===== src/rtl/count_req_arbiter.sv =====
// count_req_arbiter: round-robin arbiter feeding a shared saturating counter with delayed valid flag.
// Optional COUNT_ARB_LOCK_EN adds a lock input that lets the last winner keep the grant.
module count_req_arbiter #(
    parameter int NREQ  = 4,
    parameter int CW    = 4,
    parameter int LIMIT = 5
) (
    input  logic            clk,
    input  logic            rst,
    input  logic [NREQ-1:0] req,
`ifdef COUNT_ARB_LOCK_EN
    input  logic [NREQ-1:0] lock,
`endif
    input  logic            clr,
    output logic [NREQ-1:0] gnt,
    output logic [CW-1:0]   count,
    output logic            full,
    output logic            valid
);
    localparam int PW = (NREQ > 1) ? $clog2(NREQ) : 1;
    localparam logic [CW-1:0] LIM = CW'(LIMIT);
    typedef enum logic [1:0] {IDLE, GRANT, FULL} state_t;
    state_t state, state_n;
    logic [PW-1:0] ptr, ptr_n, rr_win, win, idx;
    logic [NREQ-1:0] gnt_n;
    logic [CW-1:0] count_n;
    logic gnt_any_d, hold;
    // Scan downward so the lowest offset from the pointer is the last (winning) assignment
    always_comb begin
        rr_win = ptr;
        idx = '0;
        for (int i = NREQ - 1; i >= 0; i--) begin
            idx = PW'((int'(ptr) + i) % NREQ);
            if (req[idx]) rr_win = idx;
        end
    end
`ifdef COUNT_ARB_LOCK_EN
    logic [PW-1:0] last;
    assign hold = (state == GRANT) && req[last] && lock[last];
    assign win = hold ? last : rr_win;
    always_ff @(posedge clk) begin
        if (!rst) last <= '0;
        else if (|gnt_n) last <= win;
    end
`else
    assign hold = 1'b0;
    assign win = rr_win;
`endif
    always_comb begin
        state_n = state;
        gnt_n = '0;
        count_n = count;
        ptr_n = ptr;
        if (clr) begin
            state_n = IDLE;
            count_n = '0;
        end else if (|req && count < LIM) begin
            gnt_n[win] = 1'b1;
            count_n = count + CW'(1);
            ptr_n = hold ? ptr : ((int'(win) == NREQ - 1) ? '0 : win + PW'(1));
            state_n = (count_n == LIM) ? FULL : GRANT;
        end else begin
            state_n = (state == FULL) ? FULL : IDLE;
        end
    end
    always_ff @(posedge clk) begin
        if (!rst) begin
            state <= IDLE;
            ptr <= '0;
            gnt <= '0;
            count <= '0;
            gnt_any_d <= 1'b0;
            valid <= 1'b0;
        end else begin
            state <= state_n;
            ptr <= ptr_n;
            gnt <= gnt_n;
            count <= count_n;
            gnt_any_d <= |gnt;
            valid <= gnt_any_d && (count < LIM);
        end
    end
    assign full = (state == FULL);
endmodule


===== config.mk =====
export PLATFORM = sky130hd
export DESIGN_NAME = count_req_arbiter
export DESIGN_NICKNAME = d
export VERILOG_FILES = /design/src/rtl/count_req_arbiter.sv
export SDC_FILE = /design/constraint.sdc
export NUM_CORES = 1
export LEC_CHECK = 0
export ABC_AREA = 1
export BUFFER_PORTS_ARGS = -buffer_cell sky130_fd_sc_hd__buf_2
export CAP_MARGIN = 20
export CORE_MARGIN = 3
export CORE_UTILIZATION = 52
export CTS_CLUSTER_DIAMETER = 150
export CTS_CLUSTER_SIZE = 40
export DETAILED_ROUTE_END_ITERATION = 10
export PLACE_DENSITY = 0.74
export SYNTH_ARGS = -nofsm -noshare
export SYNTH_HDL_FRONTEND = slang
export SYNTH_SLANG_ARGS = --single-unit

===== constraint.sdc =====
create_clock -name clk -period 1.83 [get_ports clk]
set_clock_uncertainty 0.1 [all_clocks]
set_input_delay 0.4575 -clock clk [delete_from_list [all_inputs] [get_ports clk]]
set_output_delay 0.4575 -clock clk [all_outputs]
set_load 0.005 [all_outputs]

==> impl_metrics.csv, run 1 <==
group,metric,value,unit
final_layout,drive_gt1_frac,0.229,
cts,clk_pin_slew_worst_paths,0.09,ns
floorplan,die_area,0.00205,mm²
routing,route.detailed.drc,0,
routing,vias,795,
final_layout,multi_input_area,418,µm²
routing,drtIter0Drc,27,
worst_setup_path,r2r_end,"ptr[1]",
cts,cts_tree,"yes",
final_layout,regArea,283,µm²
pwr,switchingPower,0.310,mW
logic_synthesis,ys_seq_area_frac,0.349,
logic_synthesis,yosys-top-cells-count,"nand2_1 (31), inv_1 (22), dfxtp_1 (14), nor2_1 (14), nand3_1 (9)",
sta,final.setup.worst_slack,0.111,ns
worst_hold_path,holdPathEnd,"valid",
worst_setup_path,r2r_slack,0.11,ns
cts,cts_setup_buffers,0,
pwr,worst_ir_drop_vdd,0.000799,V
routing,via_per_inst,5.13,
sta,max-slew-margin-rel,0.838,
worst_setup_path,startpoint,"ptr[0]",
cts,cts.sinks,14,
sta,setup-violations-final,0,
pwr,p_sw_frac,0.350,
routing,wl_per_cell,11.0,µm
logic_synthesis,synthAdderAreaFrac,0.0935,
worst_hold_path,hp-start,"gnt_any_d",
cts,cts_buffers,3,
floorplan,fp-row-count,13,
floorplan,top_level_ports,17,
worst_setup_path,cp.required,1.90,ns
floorplan,core,0.00137,mm²
worst_hold_path,min_path_type,"flop to flop",
logic_synthesis,yosysWarnings,0,
worst_setup_path,worstSetupPathType,"flop to flop",
pwr,powerDensity,929,mW/mm²
pwr,internal-power,0.577,mW
logic_synthesis,synth_top_family_by_area,"simple AND/OR/NAND/NOR gates",
pwr,p_leak,0.525,nW
logic_synthesis,synth_most_common_cell,"nand2_1",
global_routing,grt-ovfl-total,0,
routing,routed_wl,1700,µm
floorplan,dieWidth,45.3,µm
global_routing,antenna_found_initial,0,
placed_design,portBuffers,16,
sta,fin_crit,1.72,ns
logic_synthesis,avgSynthCellArea,6.69,µm²
worst_setup_path,path_max_fanout,10,
worst_setup_path,crit_arrival,1.79,ns
placed_design,pre_cts_ws,-0.00559,ns
logic_synthesis,synth_area_leaders,"dfxtp_1 (35%), nand2_1 (14%), inv_1 (10%)",
logic_synthesis,synthMuxAreaShare,0,
worst_setup_path,start_kind,"flop",
floorplan,fp.dieH,45.3,µm
final_layout,nets,154,
worst_setup_path,r2r-start,"ptr[0]",
cts,cts_root_buf,"clkbuf_4",
sta,hold-worst-slack,0.327,ns
worst_setup_path,reg2reg_depth,14,
run_status,status,"complete, no violations",
final_layout,n_antenna_cell,0,
logic_synthesis,synth_edf_count,0,
floorplan,initial_core_util,0.588,
pwr,pwr-share-comb,0.346,
logic_synthesis,synth_compound_area_frac,0.0981,
logic_synthesis,synthArstFlopShare,0,
logic_synthesis,synth_simple_gate_area_frac,0.312,
sta,worstMarginPinSlew,0.240,ns
sta,hold_viol_final,0,
final_layout,fill_cells,120,
sta,rsz0062_at_grt,"yes",
logic_synthesis,synthDistinctLibCells,19,
logic_synthesis,ys_seq_elements,14,
final_layout,final_core_util,0.699,
placed_design,globalplace.congestion,0.779,
logic_synthesis,syn_inst,120,
global_routing,grt_max_degree,11,
sta,period_share,0.940,
global_routing,grt_pass1_wl,2790,µm
placed_design,dpl.hpwl,1290,µm
cts,cts-hold-fix-buffers,0,
sta,fmax,0.582,GHz
logic_synthesis,syn_area,803,µm²
pwr,p_clk_frac,0.251,
pwr,seqPwrFrac,0.403,
global_routing,track_usage,0.183,
run,cap_violations,0,
final_layout,syn_to_final_growth,18.8,%
logic_synthesis,synth-xor-area-share,0.0109,
global_routing,grt_pass1_vias,705,
logic_synthesis,synthesis.nets,133,
worst_setup_path,endpoint_kind,"flop",
cts,clockBufferDepth,2,
worst_hold_path,worstHoldPathCells,2,
logic_synthesis,synth_top_cell_by_area,"dfxtp_1",
cts,ctsHtreeMaxLevel,1,
cts,worst_skew_pair.late_latency,0.28,ns
logic_synthesis,synth_top_cell_area_share,0.349,
routing,ant_nets,0,
logic_synthesis,yosys_most_used_dff,"dfxtp_1",
routing,drt_pass1_iterations,4,
sta,maxSlewViolCount,0,
-- metal layers --
metal	track usage	part of all wire	wire length (µm)
met2	0.305	0.46	780
met5	0	0	0
met1	0.230	0.47	797
met3	0.0518	0.065	111
met4	0.0468	0.0071	12
-- worst max path at each step --
stage / end / slack, ns / depth (start not counted)
finish: ptr[1] / 0.11 / 14
global route: ptr[1] / -0.02 / 14
CTS: ptr[1] / 0.09 / 12
detailed placement: ptr[1] / -0.006 / 14
global placement: ptr[1] / 0.04 / 14
floorplan: ptr[1] / 0.20 / 12
-- sequential cells by signal, indices dropped and copies added, names as in the netlist --
register,count
count,4
gnt,4
gnt_any_d,1
ptr,2
state,2
valid,1
-- power groups by stage --
stage                     combinational (mW)  clock (mW)  sequential (mW)
final                                  0.307       0.223            0.357
after global routing                   0.366       0.240            0.360
after global placement                 0.295           0            0.359
after detailed placement               0.303           0            0.361
after CTS                              0.305       0.225            0.354
after floorplan                        0.228           0            0.358
-- critical path, stage by stage, from the launching register on --
cell	delay, ns
dfxtp_2	0.34
buf_12	0.14
inv_6	0.06
nand2_1	0.07
nand3_1	0.11
nand2_1	0.06
inv_1	0.05
nand2_1	0.05
nand2_2	0.05
nand2_1	0.04
nand2_1	0.06
nand2_2	0.08
ha_1	0.29
inv_1	0.05
a21oi_1	0.05
-- cell type report --
cell class | instances | share of cell area
multi-input combinational | 80 | 0.438
sequential | 14 | 0.296
timing repair buffer | 17 | 0.105
inverter | 25 | 0.104
clock buffer | 4 | 0.0380
tap | 15 | 0.0197
-- cells by family (layout without fill, tap and decap cells) --
group | Yosys count | in the layout
flip-flops | 14 | 14
XOR/XNOR | 1 | 1
buffers and inverters | 26 | 46
adder cells (fa/ha/maj) | 6 | 6
AO/OA/AOI/OAI | 14 | 14
AND/OR/NAND/NOR | 59 | 59
-- what timing repair did --
item	CTS	global route
hold endpoints to repair	0	0
endpoints found under the setup margin	0	7
gates resized for setup	0	4
-- cell usage in the layout (no fill, tap or decap), drive strengths merged --
cell | synthesis | final
a21oi | 5 | 5
xnor2 | 1 | 1
ha | 6 | 6
buf | 1 | 17
dfxtp | 14 | 14
a211oi | 2 | 2
nor2 | 15 | 15
inv | 25 | 25
nand3 | 9 | 9
nor4 | 1 | 1
nand2 | 33 | 33
o21ai | 7 | 7
nand4 | 1 | 1
clkbuf | 0 | 4
-- per-stage QoR --
| stage | std cells | TNS [ns] | power [mW] | cell area, µm² |
|---|---|---|---|---|
| global placement | 151 | 0 | 0.654 | 911 |
| floorplan | 120 | 0 | 0.586 | 803 |
| global route | 155 | -0.0234 | 0.965 | 955 |
| CTS | 155 | 0 | 0.885 | 947 |
| finish | 155 | 0 | 0.887 | 955 |
| detailed placement | 151 | -0.00559 | 0.665 | 911 |
(Power assumes the default switching activity.)
==> run 2, diff against run 1 <==
Settings changed: CORE_UTILIZATION 52 to 30, GPL_TIMING_DRIVEN set to 0, PLACE_DENSITY 0.74 to 0.46.
==> run 2 against run 1 <==
Power down 0.81%. Fmax increased by 0.31%. Global-route usage fell by 8.2 points. Critical endpoint unchanged. Worst hold slack gained 0.0035 ns. Largest cell class unchanged. First-iteration DRC count down 30%. Design area grew 1.6%. Die area increased by 62%.
==> impl_metrics.csv, run 2 (synthesis results as in run 1) <==
group,metric,value,unit
run_status,status,"complete, no violations",
routing,route.detailed.drc,0,
global_routing,grt_max_degree,11,
sta,fin_setup_tns,0,ns
routing,drtIter0Drc,19,
run,cap_violations,0,
final_layout,fill_cells,281,
global_routing,grt-ovfl-total,0,
final_layout,syn_to_final_growth,20.7,%
placed_design,dpl.hpwl,1330,µm
cts,cts_buffers,3,
worst_setup_path,crit_arrival,1.78,ns
cts,cts_root_buf,"clkbuf_4",
worst_setup_path,r2r_slack,0.12,ns
cts,cts_tree,"yes",
pwr,powerDensity,907,mW/mm²
sta,maxSlewViolCount,0,
floorplan,core,0.00252,mm²
pwr,pwr-share-comb,0.344,
pwr,worst_ir_drop_vdd,0.000561,V
floorplan,top_level_ports,17,
routing,routed_wl,1670,µm
cts,clockBufferDepth,2,
worst_setup_path,cp.required,1.90,ns
final_layout,nets,155,
final_layout,reg_top3,"count x4, gnt x4",
pwr,switchingPower,0.308,mW
sta,setup-violations-final,0,
floorplan,die_area,0.00333,mm²
pwr,internal-power,0.572,mW
global_routing,track_usage,0.101,
placed_design,portBuffers,16,
routing,drt_pass1_iterations,4,
pwr,p_clk_frac,0.253,
pwr,p_leak,0.529,nW
final_layout,layout_commonest_cell,"nand2_1",
pwr,p_sw_frac,0.350,
worst_setup_path,start_kind,"flop",
sta,rsz0062_at_grt,"yes",
worst_setup_path,path_max_fanout,5,
sta,max-slew-margin-rel,0.795,
sta,period_share,0.937,
cts,cts-hold-fix-buffers,0,
sta,hold_viol_final,0,
sta,worstMarginPinSlew,0.304,ns
cts,cts.sinks,14,
final_layout,n_antenna_cell,0,
placed_design,place_area,921,µm²
final_layout,layout_common_cells,"nand2_1 (31), inv_1 (22), buf_2 (16)",
sta,hold-worst-slack,0.330,ns
pwr,seqPwrFrac,0.403,
routing,wl_per_cell,9.75,µm
sta,fin_crit,1.71,ns
floorplan,dieWidth,57.7,µm
routing,via_per_inst,4.57,
global_routing,grt_pass1_vias,625,
cts,ctsHtreeMaxLevel,1,
floorplan,fp.dieH,57.7,µm
cts,worst_skew_pair.late_latency,0.28,ns
worst_setup_path,endpoint_kind,"flop",
routing,ant_nets,0,
cts,clk_pin_slew_worst_paths,0.09,ns
worst_setup_path,worstSetupPathType,"flop to flop",
sta,fmax,0.583,GHz
final_layout,drive_gt1_frac,0.220,
placed_design,globalplace.congestion,0.823,
worst_hold_path,min_path_type,"flop to flop",
routing,vias,782,
floorplan,fp-row-count,18,
global_routing,antenna_found_initial,0,
global_routing,grt_pass1_wl,2530,µm
floorplan,initial_core_util,0.318,
final_layout,design_area,970,µm²
run 2: critical path, cell delays in order (launching register included):
cell and delay (ns):
dfxtp_1 0.33, buf_4 0.15, o21ai_2 0.17, nand2_1 0.09, nand2_1 0.06, nand2_1 0.06
nand2_2 0.06, nand2_1 0.05, nand2_1 0.06, nand2_2 0.08, ha_1 0.29, inv_1 0.05
a21oi_1 0.05
run 2: metrics by stage:
step	utilization	power, mW	setup WS, ns	cells
2_1_floorplan	-	0.586	0.200	120
3_3_place_gp	0.365	0.658	-0.0315	166
3_5_place_dp	0.365	0.662	-0.0373	166
4_1_cts	0.379	0.886	0.0948	170
5_1_grt	0.384	0.953	-0.00455	171
6_report	0.384	0.880	0.116	171
run 2: final cells by class:
type / instances / area (µm²) / area share
buffer: 1 / 11.3 / 0.0116
inverter: 25 / 98.8 / 0.102
tap: 30 / 37.5 / 0.0387
sequential: 14 / 282 / 0.290
timing repair buffer: 17 / 87.6 / 0.0903
clock buffer: 4 / 36.3 / 0.0374
multi-input combinational: 80 / 417 / 0.430
run 2: layer usage:
layer,routed length [µm],up-vias,GRT usage
met3,111,2,0.0468
met5,0,-,0
met1,800,351,0.122
met2,739,20,0.155
li1,-,409,-
met4,14,0,0.0397
run 2: what timing repair did:
| item | CTS | global route |
|---|---|---|
| setup endpoints to repair | 0 | 2 |
| gates resized for setup | 0 | 3 |
| setup buffers | 0 | 0 |
run 2: power groups by stage:
stage | Combinational, mW | Clock (mW) | Sequential, mW
6_report | 0.303 | 0.223 | 0.354
5_1_grt | 0.350 | 0.246 | 0.357
4_1_cts | 0.303 | 0.230 | 0.352
3_5_place_dp | 0.303 | 0 | 0.359
3_3_place_gp | 0.300 | 0 | 0.359
2_1_floorplan | 0.228 | 0 | 0.358
run 2: worst paths after layout:
check             from  cells after the start  endpoint
max             ptr[0]                     12    ptr[1]
min          gnt_any_d                      2     valid
max reg2reg     ptr[0]                     12    ptr[1]
min reg2reg  gnt_any_d                      2     valid
==> run 3, diff against run 2 <==
Clock period 1.83 ns to 1.8 ns, I/O delays scaled along.
==> run 3 against run 2 <==
Final cell count unchanged. Non-clock buffer count did not move. Register-to-register slack lost 0.03 ns. Worst setup slack got worse by 0.027 ns. Critical path depth unchanged. Via count up 0.90%. Critical path type unchanged. Highest routed layer unchanged.
==> impl_metrics.csv, run 3 (synthesis results as in run 1) <==
group,metric,value,unit
pwr,powerDensity,917,mW/mm²
placed_design,portBuffers,16,
final_layout,fill_cells,279,
global_routing,grt_max_degree,11,
sta,fmax,0.584,GHz
pwr,switchingPower,0.313,mW
pwr,p_leak,0.532,nW
cts,cts-hold-fix-buffers,0,
sta,setup-violations-final,0,
floorplan,fp-row-count,18,
routing,route.detailed.drc,0,
routing,vias,789,
final_layout,layout_common_cells,"nand2_1 (30), inv_1 (22), buf_2 (16)",
pwr,worst_ir_drop_vdd,0.000562,V
final_layout,final_core_util,0.388,
sta,maxSlewViolCount,0,
floorplan,initial_core_util,0.318,
floorplan,core,0.00252,mm²
global_routing,grt_use_met1,0.122,
worst_setup_path,crit_arrival,1.78,ns
final_layout,reg_top3,"count x4, gnt x4",
sta,fin_setup_tns,0,ns
sta,hold_viol_final,0,
global_routing,grt_pass1_vias,625,
final_layout,syn_to_final_growth,21.8,%
routing,drtIter0Drc,26,
floorplan,top_level_ports,17,
worst_setup_path,endpoint_kind,"flop",
pwr,internal-power,0.584,mW
routing,via_per_inst,4.61,
cts,post_cts_resized,0,
cts,clockBufferDepth,2,
cts,ctsHtreeMaxLevel,1,
final_layout,layout_commonest_cell,"nand2_1",
worst_setup_path,path_max_fanout,5,
routing,wl_per_cell,9.96,µm
placed_design,place_area,921,µm²
final_layout,multi_input_area,424,µm²
sta,max-slew-margin-rel,0.795,
sta,fin_crit,1.71,ns
global_routing,use_met2,0.155,
global_routing,busiest_layer,"met2",
global_routing,grt-ovfl-total,0,
cts,cts_buffers,3,
pwr,p_sw_frac,0.349,
global_routing,track_usage,0.101,
routing,ant_nets,0,
worst_setup_path,worstSetupPathType,"flop to flop",
global_routing,grt_pass1_wl,2530,µm
worst_setup_path,start_kind,"flop",
final_layout,nets,155,
cts,cts_setup_buffers,0,
cts,cts_root_buf,"clkbuf_4",
pwr,seqPwrFrac,0.402,
sta,rsz0062_at_grt,"yes",
final_layout,design_area,978,µm²
run,cap_violations,0,
sta,worstMarginPinSlew,0.304,ns
cts,cts_tree,"yes",
worst_hold_path,min_path_type,"flop to flop",
pwr,pwr-share-comb,0.348,
global_routing,use_met3,0.0468,
cts,worst_skew_pair.late_latency,0.28,ns
floorplan,fp.dieH,57.7,µm
placed_design,globalplace.congestion,0.823,
pwr,p_clk_frac,0.249,
sta,period_share,0.951,
placed_design,dpl.hpwl,1330,µm
routing,drt_pass1_iterations,4,
run_status,status,"complete, no violations",
final_layout,drive_gt1_frac,0.241,
final_layout,regArea,283,µm²
worst_setup_path,cp.required,1.86,ns
cts,cts.sinks,14,
floorplan,die_area,0.00333,mm²
cts,clk_pin_slew_worst_paths,0.09,ns
global_routing,antenna_found_initial,0,
final_layout,n_antenna_cell,0,
sta,hold-worst-slack,0.331,ns
routing,routed_wl,1700,µm
floorplan,dieWidth,57.7,µm
## run 3: changes by cell type in the layout (fill, tap and decap cells not counted)
cell / previous run / this run
nand2_2: 2 / 3
dfxtp_2: 1 / 2
nand3_2: 0 / 1
nand2_1: 31 / 30
nand3_1: 9 / 8
dfxtp_1: 13 / 12
## run 3: path summary, 6_finish.rpt
check / slack (ns) / from / end / cells after the start
hold reg to reg: 0.33 / gnt_any_d / valid / 2
hold / removal: 0.33 / gnt_any_d / valid / 2
setup reg to reg: 0.09 / ptr[0] / ptr[1] / 12
setup / recovery: 0.09 / ptr[0] / ptr[1] / 12
## run 3: layout make-up
cell class                      count  share of cell area
Tap cell                           30              0.0384
Timing Repair Buffer               17              0.0895
Buffer                              1              0.0115
Clock buffer                        4              0.0371
Sequential cell                    14               0.289
Multi-Input combinational cell     80               0.434
Inverter                           25               0.101
## run 3: stage by stage
step	total power [mW]	setup WS, ns	std cells
3_5_place_dp	0.673	-0.0598	166
6_report	0.897	0.0886	171
3_3_place_gp	0.669	-0.0540	166
2_1_floorplan	0.595	0.178	120
5_1_grt	0.973	-0.0265	171
4_1_cts	0.900	0.0648	170
## run 3: metal layers
layer  part of all wire  wire length, µm
met2               0.45              763
met5                  0                0
met4             0.0082               14
met1               0.47              799
met3              0.074              126
## run 3: power groups by stage
| stage | clock network [mW] | registers [mW] | logic [mW] |
|---|---|---|---|
| floorplan | 0 | 0.364 | 0.232 |
| global placement | 0 | 0.365 | 0.305 |
| detailed placement | 0 | 0.365 | 0.308 |
| CTS | 0.234 | 0.358 | 0.308 |
| global route | 0.248 | 0.363 | 0.361 |
| finish | 0.224 | 0.361 | 0.312 |
## run 3: worst max-delay path: stages, from the launching register on
cell,delay [ns]
dfxtp_2,0.33
buf_4,0.15
o21ai_2,0.17
nand2_1,0.09
nand2_1,0.06
nand2_1,0.06
nand2_2,0.06
nand2_1,0.05
nand2_1,0.06
nand2_2,0.08
ha_1,0.29
inv_1,0.05
a21oi_1,0.05
